[config.mk]
export PLATFORM = sky130hd
export DESIGN_NAME = timer2
export DESIGN_NICKNAME = d
export VERILOG_FILES = /design/src/rtl/timer2.sv
export SDC_FILE = /design/constraint.sdc
export NUM_CORES = 1
export LEC_CHECK = 0
export CAP_MARGIN = 15
export CORE_MARGIN = 2
export CORE_UTILIZATION = 53
export CTS_BUF_LIST = sky130_fd_sc_hd__clkbuf_8 sky130_fd_sc_hd__clkbuf_16
export CTS_CLUSTER_SIZE = 28
export DETAILED_ROUTE_END_ITERATION = 10
export PLACE_DENSITY = 0.85
export SYNTH_ARGS = -nofsm -noshare
export SYNTH_HDL_FRONTEND = slang
export SYNTH_SLANG_ARGS = --single-unit
export TNS_END_PERCENT = 50
[constraint.sdc]
create_clock -name clk -period 3.6 [get_ports clk]
set_input_delay 0.54 -clock clk [delete_from_list [all_inputs] [get_ports clk]]
set_output_delay 0.54 -clock clk [all_outputs]
set_load 0.05 [all_outputs]
[src/rtl/timer2.sv]
// timer2: PIC16F Timer2 -- 8-bit TMR2 with PR2 period match,
// 1/4/16 prescaler and 1..16 postscaler feeding PIR1.TMR2IF.
//
// Ports:
//   clk, rst        core clock, synchronous active-high reset
//   tick            instruction-cycle enable; counting only when high
//   tmr2_wr_en      write d to TMR2 (clears prescaler/postscaler)
//   pr2_wr_en       write d to PR2
//   t2con_wr_en     write d[6:0] to T2CON (clears prescaler/postscaler)
//   d               write data
//   tmr2_q, pr2_q   register read-back
//   t2con_q         {1'b0, TOUTPS[3:0], TMR2ON, T2CKPS[1:0]}
//   tmr2_match      one-clk pulse after TMR2 reloads on period match
//   tmr2if_strobe   one-clk pulse at postscaler terminal count
module timer2 #(
    parameter logic [7:0] PR2_RESET   = 8'hFF,
    parameter logic [6:0] T2CON_RESET = 7'h00
) (
    input  logic       clk,
    input  logic       rst,
    input  logic       tick,
    input  logic       tmr2_wr_en,
    input  logic       pr2_wr_en,
    input  logic       t2con_wr_en,
    input  logic [7:0] d,
    output logic [7:0] tmr2_q,
    output logic [7:0] pr2_q,
    output logic [7:0] t2con_q,
    output logic       tmr2_match,
    output logic       tmr2if_strobe
);

    logic [7:0] tmr2;
    logic [7:0] pr2;
    logic [6:0] t2con;
    logic [3:0] pre;
    logic [3:0] post;
    logic       match;
    logic       strobe;

    logic [3:0] pre_max;
    logic       tmr2_on;
    logic       advance;
    logic       inc_ev;
    logic       at_pr;
    logic       post_tc;

    assign tmr2_on = t2con[2];

    // Terminal value of the prescaler count for the selected ratio.
    always_comb begin
        pre_max = 4'd0;
        case (t2con[1:0])
            2'b00:   pre_max = 4'd0;
            2'b01:   pre_max = 4'd3;
            default: pre_max = 4'd15;
        endcase
    end

    // A TMR2 or T2CON write owns the cycle, so counting is held off.
    assign advance = tick && tmr2_on && !tmr2_wr_en && !t2con_wr_en;
    assign inc_ev  = advance && (pre == pre_max);
    // Compare against the current PR2; a PR2 write this cycle
    // only takes effect for later compares.
    assign at_pr   = (tmr2 == pr2);
    assign post_tc = (post == t2con[6:3]);

    always_ff @(posedge clk) begin
        if (rst) begin
            tmr2   <= 8'h00;
            pr2    <= PR2_RESET;
            t2con  <= T2CON_RESET;
            pre    <= 4'd0;
            post   <= 4'd0;
            match  <= 1'b0;
            strobe <= 1'b0;
        end else begin
            match  <= 1'b0;
            strobe <= 1'b0;
            if (pr2_wr_en) begin
                pr2 <= d;
            end
            if (t2con_wr_en) begin
                t2con <= d[6:0];
                pre   <= 4'd0;
                post  <= 4'd0;
            end
            if (tmr2_wr_en) begin
                tmr2 <= d;
                pre  <= 4'd0;
                post <= 4'd0;
            end
            if (advance) begin
                if (inc_ev) begin
                    pre <= 4'd0;
                    if (at_pr) begin
                        tmr2  <= 8'h00;
                        match <= 1'b1;
                        if (post_tc) begin
                            post   <= 4'd0;
                            strobe <= 1'b1;
                        end else begin
                            post <= post + 4'd1;
                        end
                    end else begin
                        tmr2 <= tmr2 + 8'd1;
                    end
                end else begin
                    pre <= pre + 4'd1;
                end
            end
        end
    end

    assign tmr2_q        = tmr2;
    assign pr2_q         = pr2;
    assign t2con_q       = {1'b0, t2con};
    assign tmr2_match    = match;
    assign tmr2if_strobe = strobe;

endmodule

==> results.toml <==
[setup_path]
ff2ff_setup_slack_ns = 1.55
timing.critical_path.required_ns = 3.75
crit_arrival_ns = 2.51
kind_of_end_point_of_the_critical_path = "flip-flop"
worst-setup-path-type = "input port to flip-flop"
critical_path_peak_fanout = 9
worst_setup_path_start_kind = "input port"

[timing]
grt_setup_unrepaired = "no"
final_clock_period_utilization_by_the_worst_path_pct = 65.5
worst_margin_slew_ns = 0.598
totalNegativeSetupSlack_ns = 0
achievable-frequency_mhz = 424
layout_skew_ns = 0.0123
final_max_slew_viol_count = 0
finalSetupViolCount = 0
min_period_ns = 2.36
hold_violations = 0
slew_headroom_pct = 60.0

[clocking]
htreeDepth = 2
cts_setup_buffers = 0
number_of_buffers_added_by_the_clock_tree_synthesis_step = 5
cts-resized-gates = 0
clkLatencyLatePin_ns = 0.29
clock_sink_count = 33
clkSlewWorstSetupHoldPaths_ns = 0.07
clockBufferDepth = 2
clock-root-buffer = "sky130_fd_sc_hd__clkbuf_8"
clock_tree_from_tritoncts = "built"
cts.hold.buffers_added = 0

[floorplanning]
start_util_pct = 56.6
floorplan.die.height_um = 61.6
ioPinCount = 40
design.core.area_sq_mm = 0.00310
die_area_sq_mm = 0.00379
std_cell_rows = 20
die_x_um = 61.6

[detailed_routing]
met1Wirelength_um = 1760
drt-wirelength-per-cell_um = 15.9
number_of_vias_after_detailed_routing = 1518
number_of_nets_still_failing_antenna_checks_after_routing = 0
met2_wirelength_um = 2040
drt_wl_total_um = 4200
drcViolationCount = 0
routed_via_density = 5.75
routed-wl-met3_um = 243
top_signal_layer_used = "met4"
drt-pass1-iter-count = 4
initial_drc_count = 58

[yosys]
synth_area_sq_mm = 0.00176
synthDominantAreaCellType = "sky130_fd_sc_hd__dfxtp_1"
synthesis.nets = 199
yosys.cell_types.count = 38
yosysWarningCount = 0
synth.area.top_cells = "sky130_fd_sc_hd__dfxtp_1 38%, sky130_fd_sc_hd__xnor2_1 9.0%, sky130_fd_sc_hd__a211o_1 5.0%, sky130_fd_sc_hd__nor2b_1 4.6%, sky130_fd_sc_hd__mux2i_1 4.6%"
mean_area_per_synthesized_cell_sq_um = 9.65
yosysTopAreaCellShare_pct = 37.6
synth.yosys.seq_area_share_pct = 37.6
ys_seq_elements = 33
synth_cells = 182

[global_routing]
grt_pass1_vias = 1461
grt_pass1_wl_um = 6700
grt_max_degree = 17
globalRouteOverflowTotal = 0
global_route.usage.total_pct = 24.4
number_of_antenna_violations_at_the_first_check_in_global_routing = 0

[power_and_ir_drop]
leakage_nw = 0.834
ir_worst_vdd_mv = 0.299
power_per_cell_area_mw_per_mm2 = 390

[worst_hold_path]
hold_path.class = "flip-flop to flip-flop"

[placement]
postPlaceCellArea_sq_mm = 0.00217
io_buffers = 38
gp_routability_congestion = 0.788
hpwl_um = 3120

[finish]
design.final.nets = 237
fin_area_sq_mm = 0.00226
final_util_pct = 72.7
area_growth_syn_to_layout_pct = 28.4
drive_gt1_share_pct = 10.0
insertedDiodeCount = 0

[outcome]
run_status = "finished, final reports clean"

[flow_run]
drv_cap = 0
==> power breakdown <==
group          switching, W  internal (W)  total (W)
registers         0.0000212      0.000383   0.000404
logic              0.000117     0.0000772   0.000194
clock network      0.000133      0.000149   0.000281
==> flip-flops by register name, summed over array words and instances (netlist names) <==
register / cells
post: 4
pr2_q: 8
pre: 4
t2con: 7
tmr2_match: 1
tmr2_q: 8
tmr2if_strobe: 1
==> path summary, 6_finish.rpt <==
path,cells after the start,startpoint,to
worst max-delay path,7,tick,tmr2_q[1]
worst min-delay path,2,pre[1],pre[1]
worst max register to register,6,pre[2],tmr2_q[1]
worst min register to register,2,pre[1],pre[1]
==> worst max-delay path, stage by stage <==
cell and delay, ns:
sky130_fd_sc_hd__clkdlybuf4s50_1 0.47, sky130_fd_sc_hd__and2_1 0.31, sky130_fd_sc_hd__o2111ai_1 0.24, sky130_fd_sc_hd__a211oi_2 0.52
sky130_fd_sc_hd__buf_4 0.27, sky130_fd_sc_hd__a211o_1 0.11, sky130_fd_sc_hd__a21oi_1 0.04
==> per-stage QoR <==
| step | instances | hold slack (ns) | setup WS, ns | total power (W) |
|---|---|---|---|---|
| final | 264 | 0.504 | 1.24 | 0.000879 |
| after global routing | 264 | 0.539 | 1.08 | 0.000910 |
| after CTS | 264 | 0.502 | 1.25 | 0.000884 |
| after detailed placement | 257 | 0.493 | 0.962 | 0.000605 |
| after global placement | 257 | 0.485 | 1.10 | 0.000600 |
| after floorplan | 182 | 0.471 | 1.39 | 0.000538 |
==> routing by layer <==
metal  vias to the layer above  track usage, %
met4                         0            12.5
met5                         -               0
met1                       712            27.8
met2                        54            40.5
met3                        18            8.19
li1                        734               -
==> final cells by class <==
class                           instances  area (sq um)
Multi-Input combinational cell        136          1040
Fill cell                             251           847
Sequential cell                        33           661
Timing Repair Buffer                   41           403
Clock buffer                            6          82.6
Tap cell                               44          55.1
Inverter                                3          11.3
Clock inverter                          1          3.75
==> placed cells by master (no fill, tap or decap), types with 2 or more instances in the layout <==
cell type and instances:
sky130_fd_sc_hd__a2111oi_2 5, sky130_fd_sc_hd__a2111oi_4 2, sky130_fd_sc_hd__a211o_1 10, sky130_fd_sc_hd__a211oi_1 2, sky130_fd_sc_hd__a211oi_2 2, sky130_fd_sc_hd__a21o_1 2, sky130_fd_sc_hd__a21oi_1 6, sky130_fd_sc_hd__and2_1 4
sky130_fd_sc_hd__buf_4 3, sky130_fd_sc_hd__clkbuf_8 6, sky130_fd_sc_hd__clkdlybuf4s50_1 38, sky130_fd_sc_hd__dfxtp_1 33, sky130_fd_sc_hd__ha_1 3, sky130_fd_sc_hd__inv_1 4, sky130_fd_sc_hd__mux2i_1 8, sky130_fd_sc_hd__nand2_1 9
sky130_fd_sc_hd__nand2b_1 2, sky130_fd_sc_hd__nand3_1 6, sky130_fd_sc_hd__nand3b_1 4, sky130_fd_sc_hd__nand4_1 5, sky130_fd_sc_hd__nor2_1 19, sky130_fd_sc_hd__nor2b_1 13, sky130_fd_sc_hd__o211a_1 2, sky130_fd_sc_hd__xnor2_1 18
==> cells by family (layout without fill, tap and decap cells) <==
| logic type | after synthesis | in the layout | share of synthesized area [%] |
|---|---|---|---|
| buffers and inverters | 13 | 51 | 3.20 |
| xor gates and xnor gates | 19 | 19 | 9.47 |
| DFF | 33 | 33 | 37.6 |
| AOI/OAI and AO/OA | 37 | 37 | 21.2 |
| muxes | 8 | 8 | 4.56 |
| adders and majority gates | 3 | 3 | 2.14 |
| and+or+nand+nor | 68 | 68 | 21.6 |
| other | 1 | 1 | 0.213 |
==> synthesized netlist by cell type (all sizes together) <==
cell type,instances
a2111oi,8
a211o,10
a211oi,4
a21o,2
a21oi,6
a311oi,1
a31oi,1
and2,4
and3,1
buf,3
clkbuf,7
conb,1
dfxtp,33
ha,3
inv,3
mux2i,8
nand2,9
nand2b,2
nand3,6
nand3b,4
nand4,5
nand4b,1
nor2,19
nor2b,13
nor4,1
nor4b,1
o2111ai,1
o211a,2
o21ai,1
o311ai,1
or2,1
or3,1
xnor2,18
xor2,1
Power figures use the tool's default switching activity.
